--- config.mk ---
export PLATFORM = sky130hd
export DESIGN_NAME = modmul_seq
export DESIGN_NICKNAME = d
export VERILOG_FILES = /design/src/rtl/modmul_pkg.sv /design/src/rtl/modmul_seq.sv
export SDC_FILE = /design/constraint.sdc
export NUM_CORES = 1
export LEC_CHECK = 0
export ABC_AREA = 1
export CAP_MARGIN = 15
export CORE_MARGIN = 1
export CORE_UTILIZATION = 42
export CTS_BUF_LIST = sky130_fd_sc_hd__clkbuf_8
export CTS_CLUSTER_SIZE = 25
export DETAILED_ROUTE_END_ITERATION = 10
export PLACE_DENSITY_LB_ADDON = 0.15
export SETUP_SLACK_MARGIN = 0.3
export SLEW_MARGIN = 10
export SYNTH_ARGS = -nofsm -noshare
export SYNTH_HDL_FRONTEND = slang
export SYNTH_SLANG_ARGS = --single-unit
--- constraint.sdc ---
create_clock -name clk -period 1.8 [get_ports clk]
set_input_delay 0.36 -clock clk [delete_from_list [all_inputs] [get_ports clk]]
set_output_delay 0.36 -clock clk [all_outputs]
set_load 0.1 [all_outputs]
--- src/rtl/modmul_pkg.sv ---
// Shared constants, types and cycle schedule for the modular-multiplier sequencer.
package modmul_pkg;

   localparam int unsigned NUM_WORDS = 17;
   localparam int unsigned WORD_W    = 17;
   localparam int unsigned ADDR_W    = 5;
   localparam int unsigned CNT_W     = $clog2(2 * NUM_WORDS + 5);

   // Cycle schedule relative to the first cycle after start is accepted.
   localparam int unsigned MUL_CYC     = 2 * NUM_WORDS - 15;
   localparam int unsigned UNLOAD_CYC  = MUL_CYC + 1;
   localparam int unsigned LAST_WR_SRC = UNLOAD_CYC + NUM_WORDS - 1;
   localparam int unsigned DONE_CYC    = 2 * NUM_WORDS + 4;

   typedef logic [WORD_W-1:0] word_t;
   typedef logic [ADDR_W-1:0] addr_t;
   typedef logic [CNT_W-1:0]  cnt_t;

   typedef enum logic [2:0] {
      IDLE,
      LOAD,
      MUL,
      UNLOAD,
      DONE
   } seq_state_e;

endpackage

--- src/rtl/modmul_seq.sv ---
// Streams operands MS word first into the serial modmul shell, pulses sout,
// then writes the rotating result stream back by word index.
module modmul_seq
   import modmul_pkg::*;
(
   input  logic              clk,
   input  logic              rst,
   input  logic              start,
   output logic              busy,
   output logic              done,
   output logic [ADDR_W-1:0] rd_addr,
   input  logic [WORD_W-1:0] rd_data_a,
   input  logic [WORD_W-1:0] rd_data_b,
   output logic [WORD_W-1:0] din1,
   output logic [WORD_W-1:0] din2,
   output logic              sout,
   input  logic [WORD_W-1:0] dout,
   output logic              wr_en,
   output logic [ADDR_W-1:0] wr_addr,
   output logic [WORD_W-1:0] wr_data
);

   seq_state_e state_q, state_d;
   cnt_t       cnt_q, cnt_d;
   logic       busy_q, busy_d;
   logic       done_q, done_d;
   addr_t      rd_addr_q, rd_addr_d;
   word_t      din1_q, din1_d;
   word_t      din2_q, din2_d;
   logic       sout_q, sout_d;
   logic       wr_en_q, wr_en_d;
   addr_t      wr_addr_q, wr_addr_d;
   word_t      wr_data_q, wr_data_d;

   // State and output registers.
   always_ff @(posedge clk) begin
      if (rst) begin
         state_q   <= IDLE;
         cnt_q     <= '0;
         busy_q    <= 1'b0;
         done_q    <= 1'b0;
         rd_addr_q <= '0;
         din1_q    <= '0;
         din2_q    <= '0;
         sout_q    <= 1'b0;
         wr_en_q   <= 1'b0;
         wr_addr_q <= '0;
         wr_data_q <= '0;
      end else begin
         state_q   <= state_d;
         cnt_q     <= cnt_d;
         busy_q    <= busy_d;
         done_q    <= done_d;
         rd_addr_q <= rd_addr_d;
         din1_q    <= din1_d;
         din2_q    <= din2_d;
         sout_q    <= sout_d;
         wr_en_q   <= wr_en_d;
         wr_addr_q <= wr_addr_d;
         wr_data_q <= wr_data_d;
      end
   end

   // Next-state and next-output logic; every _d value is what appears next cycle.
   always_comb begin
      state_d   = state_q;
      cnt_d     = cnt_q;
      busy_d    = busy_q;
      done_d    = 1'b0;
      rd_addr_d = '0;
      din1_d    = '0;
      din2_d    = '0;
      sout_d    = 1'b0;
      wr_en_d   = 1'b0;
      wr_addr_d = '0;
      wr_data_d = '0;

      unique case (state_q)
         IDLE: begin
            if (start) begin
               state_d   = LOAD;
               cnt_d     = '0;
               busy_d    = 1'b1;
               rd_addr_d = addr_t'(NUM_WORDS - 1);
            end
         end

         LOAD: begin
            cnt_d = cnt_q + cnt_t'(1);
            if (cnt_q <= cnt_t'(NUM_WORDS - 2)) begin
               rd_addr_d = addr_t'(cnt_t'(NUM_WORDS - 2) - cnt_q);
            end
            // Read data lags the address by one cycle.
            if ((cnt_q >= cnt_t'(1)) && (cnt_q <= cnt_t'(NUM_WORDS))) begin
               din1_d = rd_data_a;
               din2_d = rd_data_b;
            end
            if (cnt_q == cnt_t'(MUL_CYC - 1)) begin
               state_d = MUL;
               sout_d  = 1'b1;
            end
         end

         MUL: begin
            cnt_d   = cnt_q + cnt_t'(1);
            state_d = UNLOAD;
         end

         UNLOAD: begin
            cnt_d = cnt_q + cnt_t'(1);
            // Shell emits result words in order 0, N-1, N-2, ..., 1.
            if (cnt_q <= cnt_t'(LAST_WR_SRC)) begin
               wr_en_d   = 1'b1;
               wr_data_d = dout;
               if (cnt_q == cnt_t'(UNLOAD_CYC)) begin
                  wr_addr_d = '0;
               end else begin
                  wr_addr_d = addr_t'(cnt_t'(UNLOAD_CYC + NUM_WORDS) - cnt_q);
               end
            end
            if (cnt_q == cnt_t'(DONE_CYC - 1)) begin
               state_d = DONE;
               done_d  = 1'b1;
            end
         end

         DONE: begin
            state_d = IDLE;
            cnt_d   = '0;
            busy_d  = 1'b0;
         end

         default: begin
            state_d = IDLE;
            cnt_d   = '0;
            busy_d  = 1'b0;
         end
      endcase
   end

   assign busy    = busy_q;
   assign done    = done_q;
   assign rd_addr = rd_addr_q;
   assign din1    = din1_q;
   assign din2    = din2_q;
   assign sout    = sout_q;
   assign wr_en   = wr_en_q;
   assign wr_addr = wr_addr_q;
   assign wr_data = wr_data_q;

endmodule

Word level (Yosys, flattened, before mapping)
Cells that the tools add are included.
{"block": "totals", "inputBits": 54, "wordCells": 56, "output_inout_bits": 65, "register_bits": 74}
{"block": "op_classes", "magnitude_cmp": 4, "reduce_logical": 10, "bitwise_logic": 5, "add_sub_neg": 3, "n_eq_ne": 9, "n_mux": 14}
{"operator": "6-bit by 5-bit == test with 1-bit output (second input constant)", "count": 2}
{"operator": "3-bit one-hot mux with 4 select lines", "count": 1}
{"operator": "6-bit one-hot mux with 2 select lines", "count": 1}
{"operator": "5-bit two-way mux", "count": 2}
{"operator": "5-bit one-hot mux with 2 select lines", "count": 1}
{"operator": "3-bit two-way mux", "count": 3}
{"operator": "3-bit OR reduction", "count": 3}
{"operator": "6-bit by 1-bit adder with 6-bit output (second input constant)", "count": 1}
{"operator": "3-bit by 2-bit == test with 1-bit output (second input constant)", "count": 2}
{"operator": "6-bit == test (second input constant)", "count": 1}
{"operator": "6-bit by 1-bit greater-or-equal comparator with 1-bit output (second input constant)", "count": 1}
{"operator": "6-bit by 4-bit less-or-equal comparator with 1-bit output (second input constant)", "count": 1}
{"operator": "6-bit by 5-bit less-or-equal comparator with 1-bit output (second input constant)", "count": 1}
{"operator": "6-bit less-or-equal comparator (second input constant)", "count": 1}
{"operator": "6-bit two-way mux", "count": 1}
{"operator": "2-bit inequality test (second input constant)", "count": 3}
{"operator": "1-bit NOT", "count": 5}
{"operator": "3-bit by 5-bit subtractor with 5-bit output (first input constant)", "count": 1}
{"operator": "4-bit by 5-bit subtractor with 5-bit output (first input constant)", "count": 1}
{"operator": "1-bit two-way mux", "count": 4}
{"operator": "2-bit OR reduction", "count": 2}
{"operator": "4-bit OR reduction", "count": 1}
{"operator": "3-bit by 1-bit == test with 1-bit output (second input constant)", "count": 1}
{"operator": "3-bit logical NOT", "count": 1}
{"operator": "4 further kinds", "count": 4}

Longest topological paths before layout
Gate-level depths: netlist of run 1.
{"block": "logic_depth", "ltp_word": 4, "mapped_depth": 9, "mapped_depth_nobuf": 9}

Least setup slack after synthesis of run 1
No wires, ideal clock.
{"block": "synth_path", "path_type": "reg-to-reg", "startpoint": "reg cnt_q[0]", "endpoint": "reg din1_q[0], in the netlist din1[0]", "arrival_time_ns": 1.453, "period_less_slack_ns": 1.566, "path_stages_with_launch": 10, "setup_slack_ns": 0.234, "required_ns": 1.688, "path_cell_list": "dfxtp_1 clkbuf_1 inv_1 ha_1 nand2_2 xor2_1 nand2_2 nand2_4 buf_6 nor2_1"}
{"block": "synth_between", "elab_chain_len": 4}
{"item": "start, declared", "line": "modmul_seq.sv:24", "source": "cnt_t cnt_q, cnt_d;"}
{"item": "start signal, assigned", "line": "modmul_seq.sv:51", "source": "cnt_q <= cnt_d;"}
{"item": "6-bit by 1-bit greater-or-equal comparator with 1-bit output / 6-bit by 5-bit less-or-equal comparator with 1-bit output (equally long branches)", "line": "modmul_seq.sv:94", "source": "if ((cnt_q >= cnt_t'(1)) && (cnt_q <= cnt_t'(NUM_WORDS))) begin"}
{"item": "1-bit logical AND *", "line": "modmul_seq.sv:94"}
{"item": "1-bit NOT (no line) *"}
{"item": "3-bit OR reduction (no line) *"}
{"item": "end signal, assigned", "line": "modmul_seq.sv:55", "source": "din1_q <= din1_d;"}
{"item": "end, declared", "line": "modmul_seq.sv:28", "source": "word_t din1_q, din1_d;"}
Every way passes the cells marked *; elsewhere a longest branch is shown, timed or not.
A chain may end at the register's enable or synchronous reset.

Final worst setup path of run 1
{"block": "layout_path", "startpoint": "reg cnt_q[1]", "endpoint": "reg din2_q[10], in the netlist din2[10]"}
{"block": "layout_between", "elab_chain_len": 4}
{"item": "6-bit by 1-bit greater-or-equal comparator with 1-bit output / 6-bit by 5-bit less-or-equal comparator with 1-bit output (equally long branches)", "line": "modmul_seq.sv:94"}
{"item": "1-bit logical AND *", "line": "modmul_seq.sv:94"}
{"item": "1-bit NOT (no line) *"}
{"item": "3-bit OR reduction (no line) *"}
{"item": "end signal, assigned", "line": "modmul_seq.sv:56", "source": "din2_q <= din2_d;"}
{"item": "end, declared", "line": "modmul_seq.sv:29", "source": "word_t din2_q, din2_d;"}
Marked as above.

==> results.ini, run 1 <==
[clock_tree]
htreeDepth = 3
clock_latency_ns = 0.34
clk_path_buf_depth = 2
cts_sinks = 74
cts_setup_buffers = 0
cts_buffers = 9
ctsHoldBuffers = 0
cts_tree = done
ctsRootBufferMaster = clkbuf_8
path_clk_slew_ns = 0.08

[logic_synthesis]
synth-compound-area-share_pct = 2.97
yosys_warnings = 0
synth_top_family_by_area = simple AND/OR/NAND/NOR gates
synth_mux_area_share_pct = 0
synthAdderAreaFrac_pct = 2.97
postSynthCellCount = 293
synth-simple-area-share_pct = 19.8
avgSynthCellArea_um2 = 8.61
synth.cell_area_mm2 = 0.00252
seq_area_frac_synth_pct = 58.7
yosys_register_bits = 74
syn_nets = 353
synthDistinctLibCells = 24
synth_xor_xnor_area_share_pct = 2.08

[global_route]
grt_antenna_before_repair = 0
grt.total_usage_pct = 22.9
grt_pass1_wl_mm = 10.6
grt_max_degree = 35
grt_pass1_vias = 2190
grt_overflow_total = 0

[flow_run]
cap_violations = 0

[worst_hold_path]
holdPathStages = 2
hold_path.class = register to register

[die]
num_rows = 27
num_io_pins = 119
die_w_um = 79.5
die_y_um = 79.5
coreArea_mm2 = 0.00564
dieArea_mm2 = 0.00632
start_util_pct = 44.7

[critical_path]
path_cells = inv_1 > ha_1 > nand2_2 > xor2_1 > nand2_2 > nand2_8 > nor2_1
critPathRequiredTime_ns = 2.03
crit_path_max_incr_delay_ns = 0.33
crit_cells = 7
cp_data_arrival_time_ns = 1.63
crit_family = simple AND/OR/NAND/NOR gates
path_class = register to register
critPathMaxFanout = 34
cpMostUsedCell = nand2_2
endpoint_kind = register
reg2reg_depth = 7
crit_path_start_kind = register
worst-path-buf-inv = 1
crit_path_top_delay_cell = dfxtp_1

[detailed_routing]
avgViaCountPerCell = 4.41
num_vias = 2192
dr.pass1.iters = 4
wire_per_inst_um = 13.6
drc = 0
wl_mm = 6.76
postRouteAntennaNets = 0
drt_iter0_drc = 69

[power]
pwr-share-clk_pct = 38.2
combPwrFrac_pct = 21.8
p_per_area_mw_per_mm2 = 933
switching_share_pct = 27.9
p_switching_mw = 1.23
seq_power_share_pct = 40.0
irDropWorstVdd_v = 0.000767
p_int_mw = 3.16
p_leak_nw = 2.17

[run_status]
status = completed

[timing]
tns_ns = 0
finalClockSkew_ns = 0.0110
worstMarginPinSlew_ns = 0.337
post-route-period-util_pct = 78.0
grt_setup_unrepaired = true
worst_slack_ns = 0.395
hold_viol = 0
fin_crit_ns = 1.40
maxSlewHeadroom_pct = 77.5
setup_viol_count_final = 0
fmax_mhz = 712
report.final.slew_viol_count = 0

[placement]
place_ws_ns = 0.158
port_buffers = 118
hpwlAfterDp_mm = 5.04
place_congestion = 0.819

[cells_and_area]
syn_to_final_growth_pct = 86.4
n_antenna_cell = 0
nets = 480
layout-drive-gt1-share_pct = 24.0
fin_util_pct = 83.4
nFillCells = 300

-- flip-flops by register name (all words and copies together), names as in the netlist --
| register | cells |
|---|---|
| done | 1 |
| wr_en | 1 |
| state_q | 3 |
| din2 | 17 |
| busy | 1 |
| sout | 1 |
| din1 | 17 |
| rd_addr | 5 |
| wr_addr | 5 |
| wr_data | 17 |
| cnt_q | 6 |
-- path summary, 6_finish.rpt --
| path | endpoint | startpoint | slack [ns] |
|---|---|---|---|
| worst max register to register | din2[10] | cnt_q[1] | 0.40 |
| worst min register to register | busy | busy | 0.53 |
| worst min-delay path | busy | busy | 0.53 |
| worst max-delay path | din2[10] | cnt_q[1] | 0.40 |
-- metal layers --
layer	part of all wire [%]	track usage [%]
met4	1.7	8.55
met2	53	40.4
met5	0	0
met3	9.2	11.0
met1	37	23.1
-- area by class of cell --
type | count | area, um^2 | share of cell area (%)
Timing Repair Buffer | 124 | 1880 | 39.9
Clock inverter | 6 | 129 | 2.74
Tap cell | 72 | 90.1 | 1.92
Inverter | 69 | 264 | 5.61
Multi-Input combinational cell | 142 | 724 | 15.4
Clock buffer | 10 | 138 | 2.93
Sequential cell | 74 | 1480 | 31.5
-- through the flow --
| stage | power (mW) | hold slack, ns | area [um^2] | cells |
|---|---|---|---|---|
| after floorplan | 2.33 | 0.472 | 2520 | 293 |
| after global placement | 2.72 | 0.485 | 4420 | 481 |
| after detailed placement | 2.74 | 0.509 | 4420 | 481 |
| after CTS | 4.42 | 0.522 | 4690 | 497 |
| after global routing | 4.55 | 0.516 | 4700 | 497 |
| final | 4.39 | 0.526 | 4700 | 497 |
-- synth_stat cells (all sizes together) --
| master | n | share of area (%) |
|---|---|---|
| dfxtp | 74 | 59 |
| nor2 | 73 | 12 |
| nor3 | 2 | 0.40 |
| nand2 | 30 | 5.0 |
| clkbuf | 2 | 0.30 |
| o21ai | 5 | 1.1 |
| ha | 6 | 3.0 |
| a31oi | 1 | 0.25 |
| buf | 6 | 2.7 |
| inv | 68 | 10 |
| xnor2 | 1 | 0.35 |
| xor2 | 5 | 1.7 |
| nand4 | 3 | 0.74 |
| nand3 | 8 | 1.8 |
| a21oi | 8 | 1.6 |
| clkinv | 1 | 0.35 |
-- timing repair --
item / in CTS / in global routing
gates cloned: 0 / 0
endpoints found under the setup margin: 7 / 24
gates resized for setup: 1 / 3
endpoints found under the hold margin: 0 / 0
-- cell usage in the layout, fill, tap and decap left out, types with 2 or more instances in the layout --
master / n
nor2_1: 64
nor3_1: 2
clkdlybuf4s50_1: 53
ha_1: 6
nand2_2: 2
nor2_2: 7
a21oi_1: 8
nand3_1: 7
o21ai_0: 3
buf_12: 65
nand2_1: 27
buf_4: 6
dfxtp_1: 74
bufinv_16: 4
inv_1: 68
clkbuf_8: 10
nor2_4: 2
xor2_1: 5
nand4_1: 3
-- worst reg2reg max path, cell delays in order (launching register included) --
cell and delay (ns):
dfxtp_1 0.33, inv_1 0.08, ha_1 0.22, nand2_2 0.09, xor2_1 0.17, nand2_2 0.11
nand2_8 0.21, nor2_1 0.09
-- cell families after synthesis --
group                    after synthesis
XOR/XNOR                               6
buffers and inverters                 77
adder cells (fa/ha/maj)                6
AO/OA/AOI/OAI                         14
flip-flops                            74
AND/OR/NAND/NOR                      116
-- power by group through the flow --
stage	registers [mW]	logic [mW]	clock network, mW
finish	1.76	0.956	1.68
CTS	1.76	0.959	1.71
detailed placement	1.79	0.945	0
floorplan	2.15	0.182	0
global placement	1.79	0.928	0
global route	1.76	1.00	1.78
(Power assumes the default switching activity.)
==> run 2, diff against run 1 <==
Settings changed: CORE_UTILIZATION 42 to 38.
Clock period 1.8 ns to 1.2 ns, I/O delays scaled along.
==> results.ini, run 2 (synthesized netlist as in run 1, its figures left out) <==
[global_route]
grt_max_degree = 19  ; -46%
grt_overflow_total = 0  ; unchanged
grt_antenna_before_repair = 0  ; unchanged
grt_pass1_vias = 2387  ; +9.0%
grt.total_usage_pct = 21.8  ; -1.0 points
grt_pass1_wl_mm = 11.6  ; +9.2%

[timing]
post-route-period-util_pct = 119  ; +40 points
fmax_mhz = 703  ; -1.2%
worstMarginPinSlew_ns = 0.266  ; -0.0713 ns
hold_viol = 0  ; unchanged
worst_slack_ns = -0.222  ; -0.618 ns
setup_viol_count_final = 67  ; +67
maxSlewHeadroom_pct = 82.2  ; +4.7 points
report.final.slew_viol_count = 0  ; unchanged
grt_setup_unrepaired = true
fin_worst_hold_slack_ns = 0.401  ; -0.125 ns
finalClockSkew_ns = 0.00706  ; -0.00398 ns
fin_crit_ns = 1.42  ; +0.0176 ns
tns_ns = -10.80  ; -10.80 ns

[detailed_routing]
postRouteAntennaNets = 0  ; unchanged
avgViaCountPerCell = 4.57  ; +3.7%
wire_per_inst_um = 16.0  ; +18%
dr.pass1.iters = 4  ; unchanged
wl_mm = 8.69  ; +28%
drc = 0  ; unchanged
num_vias = 2479  ; +13%
drt_iter0_drc = 55  ; -20%

[power]
p_per_area_mw_per_mm2 = 1130  ; +21%
p_total_mw = 6.27  ; +43%
irDropWorstVdd_v = 0.00103  ; +34%
p_leak_nw = 2.46  ; +13%

[critical_path]
crit_path_start_kind = register
endpoint_kind = register
critPathRequiredTime_ns = 1.44  ; -0.59 ns
cp_data_arrival_time_ns = 1.67  ; +0.04 ns
cpMostUsedCell = nand2_2
critPathMaxFanout = 9  ; -74%
crit_path_max_incr_delay_ns = 0.39  ; +0.06 ns
crit_path_top_delay_cell = dfxtp_4
worst-path-buf-inv = 2  ; +1
crit_family = flip-flops
path_cells = inv_4 > ha_4 > nand2_2 > xor2_1 > nand2_2 > nand2_4 > clkbuf_16 > nor2_1
path_class = register to register

[cells_and_area]
postLayoutCellArea_mm2 = 0.00554  ; +18%
syn_to_final_growth_pct = 120
final_cell_mix = buf_12, dfxtp_2, inv_1
nets = 522  ; +8.8%
n_antenna_cell = 0  ; unchanged
layout-drive-gt1-share_pct = 60.6  ; +37 points
layout_commonest_cell = buf_12

[placement]
place_ws_ns = -0.196  ; -0.354 ns
place_congestion = 0.795  ; -2.9%
placed_area_mm2 = 0.00470  ; +6.4%
hpwlAfterDp_mm = 4.87  ; -3.5%
port_buffers = 118  ; unchanged

[run_status]
status = finished, violations left
failed_checks = negative setup slack

[clock_tree]
clk_path_buf_depth = 2  ; unchanged
ctsHoldBuffers = 0  ; unchanged
ctsRootBufferMaster = clkbuf_8
path_clk_slew_ns = 0.07  ; about the same
clock_latency_ns = 0.35  ; about the same
cts_buffers = 9  ; unchanged
htreeDepth = 3  ; unchanged
cts_sinks = 74  ; unchanged
cts_tree = done

[die]
dieArea_mm2 = 0.00697  ; +10%
die_w_um = 83.5  ; +5.0%
num_rows = 29  ; +7.4%
num_io_pins = 119  ; unchanged
die_y_um = 83.5  ; +5.0%
coreArea_mm2 = 0.00639  ; +13%
start_util_pct = 39.5  ; -5.2 points

[flow_run]
cap_violations = 0  ; unchanged

[worst_hold_path]
hold_path.class = input pin to register

==> run 2: cell count changes in the layout (fill, tap and decap cells not counted), moves of 6 or more <==
| cell | change |
|---|---|
| dfxtp_1 | -72 |
| dfxtp_2 | +66 |
| nor2_1 | -31 |
| buf_4 | +22 |
| nor2_2 | +17 |
| nor2_4 | +14 |
| buf_6 | +13 |
| nand2_1 | -9 |
| inv_1 | -8 |
| nand2_4 | +7 |
| dfxtp_4 | +6 |
| nand3_1 | -6 |
==> run 2: report_power, final <==
group | total (mW) | internal [mW] | leakage, nW | switching (mW)
Sequential | 2.67 | 2.57 | 0.636 | 0.100
Combinational | 1.92 | 0.839 | 1.73 | 1.09
Clock | 1.68 | 0.771 | 0.0895 | 0.905
==> run 2: stage by stage <==
stage	util, %	std cells
floorplan	-	293
global placement	73.6	501
detailed placement	73.6	501
CTS	81.2	534
global route	86.8	542
finish	86.8	542
==> run 2: tightest hold or removal path: cells and delay by family <==
kind | cells | cell delay (ns)
and+or+nand+nor | 1 | 0.03
buffers and inverters | 2 | 0.45
==> run 2: path summary, 6_finish.rpt <==
kind,slack (ns),cells after the start,endpoint,from
min,0.40,3,din2[3],rd_data_b[3]
max,-0.22,8,din2[6],cnt_q[0]
max reg2reg,-0.22,8,din2[6],cnt_q[0]
min reg2reg,0.50,2,busy,busy
==> run 2: what timing repair did <==
item                       in CTS  in global routing
cloned                          0                  3
pin swaps                      16                 24
resized for setup              56                 66
setup endpoints to repair     139                139
buffers inserted               19                  5
==> run 2: area by class of cell <==
class / instances / area (um^2)
Sequential cell: 74 / 1590
Tap cell: 77 / 96.3
Fill cell: 294 / 845
Inverter: 69 / 277
Clock buffer: 10 / 138
Timing Repair Buffer: 166 / 2340
Clock inverter: 4 / 20.0
Multi-Input combinational cell: 142 / 1090
==> run 2: routing by layer <==
metal | track usage (%) | vias up | share of wire, %
li1 | - | 1177 | -
met1 | 23.8 | 1185 | 39
met2 | 38.6 | 90 | 53
met3 | 4.65 | 27 | 4.3
met4 | 13.7 | 0 | 3.6
met5 | 0 | - | 0
==> run 3, diff against run 2 <==
Settings changed: SKIP_CTS_REPAIR_TIMING set to 1.
==> results.ini, run 3 (synthesized netlist as in run 1, its figures left out) <==
[run_status]
status = finished, violations left
failed_checks = negative setup slack

[die]
start_util_pct = 39.5  ; unchanged
num_io_pins = 119  ; unchanged
die_y_um = 83.5  ; unchanged
dieArea_mm2 = 0.00697  ; unchanged
num_rows = 29  ; unchanged
die_w_um = 83.5  ; unchanged
coreArea_mm2 = 0.00639  ; unchanged

[detailed_routing]
postRouteAntennaNets = 0  ; unchanged
num_vias = 2306  ; -7.0%
wl_mm = 6.97  ; -20%
drc = 0  ; unchanged
wire_per_inst_um = 13.4  ; -17%
avgViaCountPerCell = 4.42  ; -3.4%
dr.pass1.iters = 5  ; +1
drt_iter0_drc = 98  ; +78%

[cells_and_area]
postLayoutCellArea_mm2 = 0.00515  ; -7.0%
layout-drive-gt1-share_pct = 54.2  ; -6.5 points
layout_commonest_cell = buf_12
final_cell_mix = buf_12, dfxtp_2, inv_1
n_antenna_cell = 0  ; unchanged
nets = 502  ; -3.8%
syn_to_final_growth_pct = 104
fin_cells = 522  ; -3.7%
fin_util_pct = 80.7  ; -6.1 points
nFillCells = 355  ; +21%

[timing]
fmax_mhz = 740  ; +5.3%
setup_viol_count_final = 62  ; -7.5%
worst_slack_ns = -0.151  ; +0.0711 ns
fin_worst_hold_slack_ns = 0.400  ; -0.00161 ns
hold_viol = 0  ; unchanged
tns_ns = -5.85  ; +4.96 ns
fin_crit_ns = 1.35  ; -0.0711 ns
report.final.slew_viol_count = 0  ; unchanged
maxSlewHeadroom_pct = 83.7  ; +1.4 points
grt_setup_unrepaired = true
worstMarginPinSlew_ns = 0.244  ; -0.0214 ns
post-route-period-util_pct = 113  ; -5.9 points
finalClockSkew_ns = 0.00998  ; +0.00293 ns

[critical_path]
critPathMaxFanout = 18  ; +9
endpoint_kind = register
cp_data_arrival_time_ns = 1.59  ; -0.08 ns
path_class = register to register
critPathRequiredTime_ns = 1.44  ; about the same
crit_path_start_kind = register
reg2reg_depth = 8  ; unchanged

[global_route]
grt_antenna_before_repair = 0  ; unchanged
grt.total_usage_pct = 19.3  ; -2.6 points
grt_max_degree = 19  ; unchanged
grt_pass1_vias = 2097  ; -12%
grt_overflow_total = 0  ; unchanged
grt_pass1_wl_mm = 10.3  ; -12%

[placement]
dp.cells = 501  ; unchanged
port_buffers = 118  ; unchanged
hpwlAfterDp_mm = 4.87  ; unchanged
placed_area_mm2 = 0.00470  ; unchanged
place_ws_ns = -0.196  ; unchanged
place_congestion = 0.795  ; unchanged

[clock_tree]
cts_tree = done
htreeDepth = 3  ; unchanged
ctsRootBufferMaster = clkbuf_8
path_clk_slew_ns = 0.08  ; about the same
clock_latency_ns = 0.35  ; about the same
cts_sinks = 74  ; unchanged
cts_buffers = 9  ; unchanged
clk_path_buf_depth = 2  ; unchanged

[worst_hold_path]
holdPathStages = 3  ; unchanged
hold_path.class = input pin to register

[power]
p_per_area_mw_per_mm2 = 1160  ; +2.1%
p_total_mw = 5.95  ; -5.1%
p_leak_nw = 2.30  ; -6.3%
irDropWorstVdd_v = 0.000899  ; -13%

[flow_run]
cap_violations = 0  ; unchanged

[run 3: changes by cell type in the layout (fill, tap and decap cells not counted), sizes merged]
cell,before,now
clkbuf,13,11
buf,110,92
[run 3: final timing paths]
path | start | end | slack [ns]
worst max register to register | cnt_q[0] | din2[3] | -0.15
worst min register to register | busy | busy | 0.49
worst min-delay path | rd_data_a[5] | din1[5] | 0.40
worst max-delay path | cnt_q[0] | din2[3] | -0.15
[run 3: routing by layer]
layer	wire, um	share of wire (%)	global-route usage, %	up-vias
met5	0	0	0	-
met4	209	3.0	11.1	0
met3	377	5.4	4.55	17
met2	3610	52	32.6	82
met1	2780	40	22.2	1066
li1	-	-	-	1141
[run 3: critical path, cell delays in order, from the launching register on]
cell and delay [ns]:
dfxtp_4 0.38, inv_4 0.04, ha_4 0.16, nand2_2 0.06
xor2_1 0.20, nand2_2 0.10, nand2_4 0.11, buf_12 0.15
nor2_1 0.05
[run 3: area by class of cell]
type,count,area (um^2),share of cell area (%)
well taps,77,96.3,1.87
inverters,69,269,5.22
clock inverters,4,20.0,0.389
multi-input cells,142,927,18.0
flip-flops and latches,74,1590,30.8
clock buffers,10,138,2.67
repair buffers,146,2120,41.1
[run 3: report_power, final]
| part | leakage, nW | switching (mW) | internal, mW |
|---|---|---|---|
| sequential | 0.635 | 0.0926 | 2.57 |
| clock | 0.0895 | 0.861 | 0.770 |
| combinational | 1.58 | 0.963 | 0.693 |
